File: src/rtl/u409_cia_cycle.sv
// u409_cia_cycle: 8520 CIA E-clock generator and 6800-style bus cycle sequencer for CIA-space 68040 accesses
module u409_cia_cycle #(
  parameter int E_LOW  = 34,
  parameter int E_HIGH = 22
) (
  input  logic CLK40,
  input  logic RESET,
  input  logic TSn,
  input  logic CIA_SPACE,
  input  logic RnW,
  output logic E,
  output logic CIA_ENABLE,
  output logic DATA_LATCH,
  output logic TACKn,
  output logic CIA_BUSY
);
  localparam int E_PERIOD = E_LOW + E_HIGH;
  localparam int W = $clog2(E_PERIOD);
  localparam logic [W-1:0] LAST = W'(E_PERIOD - 1);
  localparam logic [W-1:0] ELOW = W'(E_LOW);
  typedef enum logic [1:0] {S_IDLE, S_WAIT, S_ACTIVE, S_TERM} state_t;
  state_t state, state_nxt;
  logic [W-1:0] ecnt, ecnt_nxt;
  logic rd, rd_nxt, accept, wrap;
  always_comb begin
    wrap = ecnt == LAST;
    ecnt_nxt = wrap ? '0 : ecnt + W'(1);
    accept = state == S_IDLE && !TSn && CIA_SPACE;
    rd_nxt = accept ? RnW : rd;
    state_nxt = state;
    case (state)
      S_IDLE:   state_nxt = accept ? (wrap ? S_ACTIVE : S_WAIT) : S_IDLE;
      S_WAIT:   state_nxt = wrap ? S_ACTIVE : S_WAIT;
      S_ACTIVE: state_nxt = wrap ? S_TERM : S_ACTIVE;
      S_TERM:   state_nxt = S_IDLE;
      default:  state_nxt = S_IDLE;
    endcase
  end
  // Outputs are registered from next-state values so they line up with ECNT without lag
  always_ff @(posedge CLK40) begin
    if (RESET) begin
      state <= S_IDLE;
      ecnt <= '0;
      rd <= 1'b0;
      E <= 1'b0;
      CIA_ENABLE <= 1'b0;
      DATA_LATCH <= 1'b0;
      TACKn <= 1'b1;
      CIA_BUSY <= 1'b0;
    end else begin
      state <= state_nxt;
      ecnt <= ecnt_nxt;
      rd <= rd_nxt;
      E <= ecnt_nxt >= ELOW;
      CIA_ENABLE <= state_nxt == S_ACTIVE;
      DATA_LATCH <= state_nxt == S_ACTIVE && ecnt_nxt == LAST && rd_nxt;
      TACKn <= state_nxt != S_TERM;
      CIA_BUSY <= state_nxt != S_IDLE;
    end
  end
endmodule

File: config.mk
export PLATFORM = sky130hd
export DESIGN_NAME = u409_cia_cycle
export DESIGN_NICKNAME = d
export VERILOG_FILES = /design/src/rtl/u409_cia_cycle.sv
export SDC_FILE = /design/constraint.sdc
export NUM_CORES = 1
export LEC_CHECK = 0
export CAP_MARGIN = 0
export CORE_UTILIZATION = 30
export CTS_BUF_LIST = sky130_fd_sc_hd__clkbuf_8
export DETAILED_ROUTE_END_ITERATION = 8
export GPL_ROUTABILITY_DRIVEN = 0
export PLACE_DENSITY = 0.55
export SYNTH_ARGS = -nofsm -noshare
export SYNTH_HDL_FRONTEND = slang
export SYNTH_SLANG_ARGS = --single-unit
export TNS_END_PERCENT = 30
File: constraint.sdc
create_clock -name CLK40 -period 4.26 [get_ports CLK40]
set_input_delay 0.852 -clock CLK40 [delete_from_list [all_inputs] [get_ports CLK40]]
set_output_delay 0.852 -clock CLK40 [all_outputs]
set_load 0.03 [all_outputs]
==> results of run 1 <==
-- cell type report --
type                    instances  area (sq um)
inverters                       4          15.0
flip-flops and latches         14           280
clock buffers                   4          55.1
well taps                      27          33.8
repair buffers                  9          90.1
fillers                       208          1170
multi-input cells              44           322
-- logic make-up (layout without fill, tap and decap cells) --
logic type / after synthesis / in the layout / synth area share, %
simple gates: 26 / 26 / 26.2
flops: 14 / 14 / 45.2
compound gates: 9 / 9 / 10.5
buf+inv: 5 / 17 / 3.02
fa+ha+maj: 3 / 3 / 6.05
xor+xnor: 3 / 3 / 4.23
mux: 3 / 3 / 4.84
-- worst paths after layout --
kind                  from         end  slack [ns]
setup / recovery  CIA_BUSY    CIA_BUSY        2.21
hold / removal     ecnt[0]     ecnt[0]        0.52
setup reg to reg   ecnt[0]  DATA_LATCH        2.58
hold reg to reg    ecnt[0]     ecnt[0]        0.52
-- Yosys cell counts (all sizes together) --
cell | number | area (sq um)
dfxtp | 14 | 280
nor2 | 6 | 22.5
nor3 | 5 | 36.3
a21oi | 4 | 20.0
inv | 4 | 15.0
nand2 | 4 | 17.5
ha | 3 | 37.5
mux2i | 3 | 30.0
nor2b | 3 | 18.8
nand3 | 2 | 10.0
nor4b | 2 | 30.0
xor2 | 2 | 17.5
a2111oi | 1 | 15.0
a211oi | 1 | 7.51
and2b | 1 | 7.51
clkbuf | 1 | 3.75
nand2b | 1 | 6.26
nand3b | 1 | 7.51
nand4 | 1 | 6.26
o211a | 1 | 10.0
o21a | 1 | 7.51
o21ai | 1 | 5.00
xnor2 | 1 | 8.76
-- state kept, by name, summed over array words and instances (netlist names) --
register / flops
TACKn: 1
DATA_LATCH: 1
E: 1
CIA_ENABLE: 1
ecnt: 6
CIA_BUSY: 1
rd: 1
state: 2
-- power breakdown --
| part | switching (mW) | total (mW) | internal, mW |
|---|---|---|---|
| clock network | 0.0454 | 0.127 | 0.0817 |
| registers | 0.00401 | 0.139 | 0.135 |
| logic | 0.0124 | 0.0249 | 0.0125 |
-- per-stage QoR --
step / power [mW] / hold slack, ns / cells
after floorplan: 0.157 / 0.460 / 63
after global placement: 0.166 / 0.500 / 98
after detailed placement: 0.166 / 0.506 / 98
after CTS: 0.295 / 0.532 / 102
after global routing: 0.306 / 0.578 / 102
final: 0.291 / 0.523 / 102
-- metal layers --
| metal | routed length, um | up-vias |
|---|---|---|
| li1 | - | 241 |
| met1 | 542 | 212 |
| met5 | 0 | - |
| met2 | 502 | 6 |
| met3 | 21 | 2 |
| met4 | 19 | 0 |
-- placed cells by master, fill, tap and decap left out, drive strengths merged, types with 2 or more instances in the layout --
cell	netlist	routed
a21oi	4	4
clkbuf	1	4
clkdlybuf4s50	0	9
dfxtp	14	14
ha	3	3
inv	4	4
mux2i	3	3
nand2	4	4
nand3	2	2
nor2	6	6
nor2b	3	3
nor3	5	5
nor4b	2	2
xor2	2	2
==> reports/results.ini, run 1 <==
[outcome]
status = finished clean

[timing]
layout_min_cycle_time_ns = 2.05
drv_slew = 0
tightest_slew_ns = 0.467
setup_viol = 0
fin_skew_ns = 0.00176
slew_headroom_pct = 68.8
fin_ws_ns = 2.21
rsz0062_at_grt = no
post-route-period-util_pct = 48.1
setup_tns_ns = 0
finalHoldViolations = 0
fmax_mhz = 488

[grt]
met3_usage_pct = 2.26
grt_max_degree = 13
gr-max-usage-layer = met2
grt_pass1_vias = 427
grtUsageMet1_pct = 16.1
overflow = 0
track_usage_pct = 11.9
antenna_found_initial = 0
grt_pass1_wl_um = 1800
grt_use_met2_pct = 16.7

[clock_tree]
cts_num_sinks = 14
cts_tree = built
worstSkewPairLatency_ns = 0.24
postCtsHoldBufs = 0
clock_path_buffers = 2
cts_root_buffer = clkbuf_8
cts_setup_buffers = 0
numCtsBuffers = 3
htree_levels = 1
clk_pin_slew_ns = 0.06
cts.repair.resized = 0

[synth]
postSynthAreaPerCell_sq_um = 9.85
ys_seq_elements = 14
synth_cells = 63
ys.warnings.count = 0
yosysSeqAreaShare_pct = 45.2
syn-cell-area_sq_um = 621
syn-num-nets = 71
yosysUniqueCellTypes = 25

[critical_path]
worstRegToRegCells = 5
path_class = reg2out
path_delay_family = buffers and inverters
setup.worst_path.end_class = primary output
worstSetupStartpointType = flip-flop
arrival_ns = 1.20
cp_slowest_cell = clkdlybuf4s50_1
critPathBufInv = 1
path_max_fanout = 1
critPathMaxStageDelay_ns = 0.66
path_depth = 1
crit_chain = clkdlybuf4s50_1
crit_required_ns = 3.41

[layout]
fin_area_sq_um = 796
fin_nets = 84
drive_gt1_share_pct = 12.0
area_growth_syn_to_layout_pct = 28.2
n_antenna_cell = 0
post-route-util_pct = 40.6

[power]
power.leakage_nw = 0.288
ir_worst_vdd_mv = 0.117
cellPowerDensity_nw_per_um2 = 366

[floorplanning]
core_area_sq_um = 1960
die_area_sq_um = 2250
std_cell_rows = 16
start_util_pct = 31.6
die_w_um = 47.5
fp.dieH_um = 47.5
ios = 10

[route]
wirelength_um = 1090
drt-initial-drc-count = 7
first_pass_iters = 3
wl_per_cell_um = 10.6
ant_nets = 0
drc_errors = 0
vias_per_cell = 4.52
vias = 461

[hold_path]
hold_path.class = reg2reg
hold_depth = 1

[placement]
place.port_buffers = 9
place_area_sq_um = 741
dp_slack_ns = 2.12
place_hpwl_um = 754

[run]
max_cap_violations = 0

Note: power is estimated with default switching activity, not from simulation.
==> run 2: changes to the inputs <==
- PLACE_DENSITY: 0.55 -> 0.57
- clock period: 4.26 -> 1.67 ns (I/O delays scaled with it)
==> run 2 against run 1 <==
Clock skew increased by 0.0029 ns. Wire length decreased by 5.1%. Setup slack got worse by 2.1 ns. Core utilization increased by 1.1 points. Via count increased by 1.7%. Sequential share of layout area decreased by 0.97 points. Global-route usage decreased by 0.84 points. Die area unchanged. First-iteration DRC count decreased by 14%. Combinational power increased to 2.7 times the previous value. Critical path type unchanged.
==> reports/results.ini, run 2 (synthesis results as in run 1) <==
[outcome]
status = finished clean

[power]
cellPowerDensity_nw_per_um2 = 926  ; +150%
cell_internal_pwr_uw = 589  ; +160%
fin_total_pwr_uw = 757  ; +160%
power.leakage_nw = 0.303  ; +5.3%
clkPwrFrac_pct = 44.5  ; +0.9 points
pwr-share-seq_pct = 46.7  ; -1.1 points
ir_worst_vdd_mv = 0.366  ; +210%
swShare_pct = 22.2  ; +1.0 points
power_frac_comb_pct = 8.8  ; +0.2 points
switching_power_uw = 168  ; +170%

[route]
first_pass_iters = 4  ; +1
drt-initial-drc-count = 6  ; -1
wl_per_cell_um = 9.81  ; -7.8%
vias = 469  ; +1.7%
vias_per_cell = 4.47  ; -1.2%
wirelength_um = 1030  ; -5.1%
ant_nets = 0  ; unchanged
drc_errors = 0  ; unchanged

[floorplanning]
std_cell_rows = 16  ; unchanged
start_util_pct = 31.6  ; unchanged
fp.dieH_um = 47.5  ; unchanged
die_area_sq_um = 2250  ; unchanged
core_area_sq_um = 1960  ; unchanged
die_w_um = 47.5  ; unchanged
ios = 10  ; unchanged

[grt]
antenna_found_initial = 0  ; unchanged
grt_pass1_vias = 355  ; -17%
overflow = 0  ; unchanged
grt_max_degree = 9  ; -4
track_usage_pct = 11.0  ; -0.84 points
grt_pass1_wl_um = 1610  ; -10%

[layout]
area_growth_syn_to_layout_pct = 31.9
seqCellArea_sq_um = 280  ; unchanged
final_common_cell = dfxtp_1
nFillCells = 206  ; -0.96%
regMostFlops = ecnt
multi_input_area_sq_um = 322  ; unchanged
n_antenna_cell = 0  ; unchanged
layoutNonFillerInstCount = 105  ; +2.9%
fin_nets = 87  ; +3.6%
layout_common_cells = 14 x dfxtp_1, 9 x clkdlybuf4s50_1, 6 x nor2_1
largestRegisters = ecnt x6, state x2
drive_gt1_share_pct = 15.4  ; +3.4 points
largest_reg_flops = 6  ; unchanged
post-route-util_pct = 41.7  ; +1.1 points
fin_area_sq_um = 818  ; +2.8%

[clock_tree]
cts_tree = built
cts.repair.resized = 0  ; unchanged
cts_num_sinks = 14  ; unchanged
cts_root_buffer = clkbuf_8
clk_pin_slew_ns = 0.06  ; about the same
cts_setup_buffers = 0  ; unchanged
postCtsHoldBufs = 0  ; unchanged
clock_path_buffers = 2  ; unchanged
numCtsBuffers = 3  ; unchanged
htree_levels = 1  ; unchanged
worstSkewPairLatency_ns = 0.25  ; about the same

[timing]
holdWs_ns = 0.508  ; -0.0146 ns
finalHoldViolations = 0  ; unchanged
fmax_mhz = 646
rsz0062_at_grt = no
tightest_slew_ns = 0.374  ; -0.0930 ns
drv_slew = 0  ; unchanged
layout_min_cycle_time_ns = 1.55
fin_skew_ns = 0.00464  ; +0.00287 ns
setup_viol = 0  ; unchanged
setup_tns_ns = 0  ; unchanged
post-route-period-util_pct = 92.7
fin_ws_ns = 0.122  ; -2.09 ns
slew_headroom_pct = 74.9  ; +6.1 points

[run]
max_cap_violations = 0  ; unchanged

[critical_path]
critPathMaxStageDelay_ns = 0.66  ; about the same
setup.worst_path.end_class = primary output
crit_chain = clkdlybuf4s50_1
worstRegToRegCells = 5  ; unchanged
path_delay_family = buffers and inverters
path_max_fanout = 1  ; unchanged
r2r-start = ecnt[1]
arrival_ns = 1.21  ; about the same
worstSetupStartpointType = flip-flop
r2r_end = DATA_LATCH
r2r_setup_slack_ns = 0.14  ; -2.44 ns
critPathBufInv = 1  ; unchanged
path_class = reg2out
crit_required_ns = 1.34  ; -2.07 ns
cp_slowest_cell = clkdlybuf4s50_1

[placement]
dp_cells = 101  ; +3.1%
place.port_buffers = 9  ; unchanged
place_area_sq_um = 763  ; +3.0%
place_hpwl_um = 772  ; +2.4%
dp_slack_ns = 0.0293  ; -2.09 ns

[hold_path]
hold_depth = 2  ; +1
hold_start = rd
hold_path.class = reg2reg
whs_endpoint = rd

run 2: cell types whose count changed in the layout (fill, tap and decap cells not counted), sizes merged:
cell / before / now
buf: 0 / 3
run 2: worst max path at each step:
stage	start	to	slack, ns	cells after the start
global placement	CIA_SPACE	DATA_LATCH	0.08	5
global route	ecnt[1]	DATA_LATCH	0.03	5
floorplan	ecnt[0]	DATA_LATCH	0.18	5
CTS	TACKn	TACKn	0.11	1
finish	TACKn	TACKn	0.12	1
detailed placement	CIA_SPACE	DATA_LATCH	0.03	5
run 2: final cells by class:
class                   instances  area share [%]
inverters                       4            1.83
clock buffers                   4            6.73
well taps                      27            4.13
repair buffers                 12            13.8
flip-flops and latches         14            34.3
multi-input cells              44            39.3
run 2: worst reg2reg max path, cell delays in order, from the launching register on:
cell and delay (ns):
dfxtp_1 0.37, ha_1 0.26, nand2_2 0.11, nor3_4 0.29, mux2i_1 0.30, nor4b_2 0.07
run 2: power by group through the flow:
stage | clock network, mW | registers, mW | logic (mW)
global placement | 0 | 0.361 | 0.0669
global route | 0.369 | 0.355 | 0.0745
detailed placement | 0 | 0.361 | 0.0673
floorplan | 0 | 0.364 | 0.0379
finish | 0.337 | 0.353 | 0.0666
CTS | 0.350 | 0.354 | 0.0676
run 2: routing by layer:
layer | vias up | share of wire, % | track usage [%]
met5 | - | 0 | 0
met4 | 0 | 2.9 | 8.57
met3 | 3 | 2.8 | 3.40
met2 | 12 | 44 | 14.0
met1 | 208 | 50 | 15.2
li1 | 246 | - | -
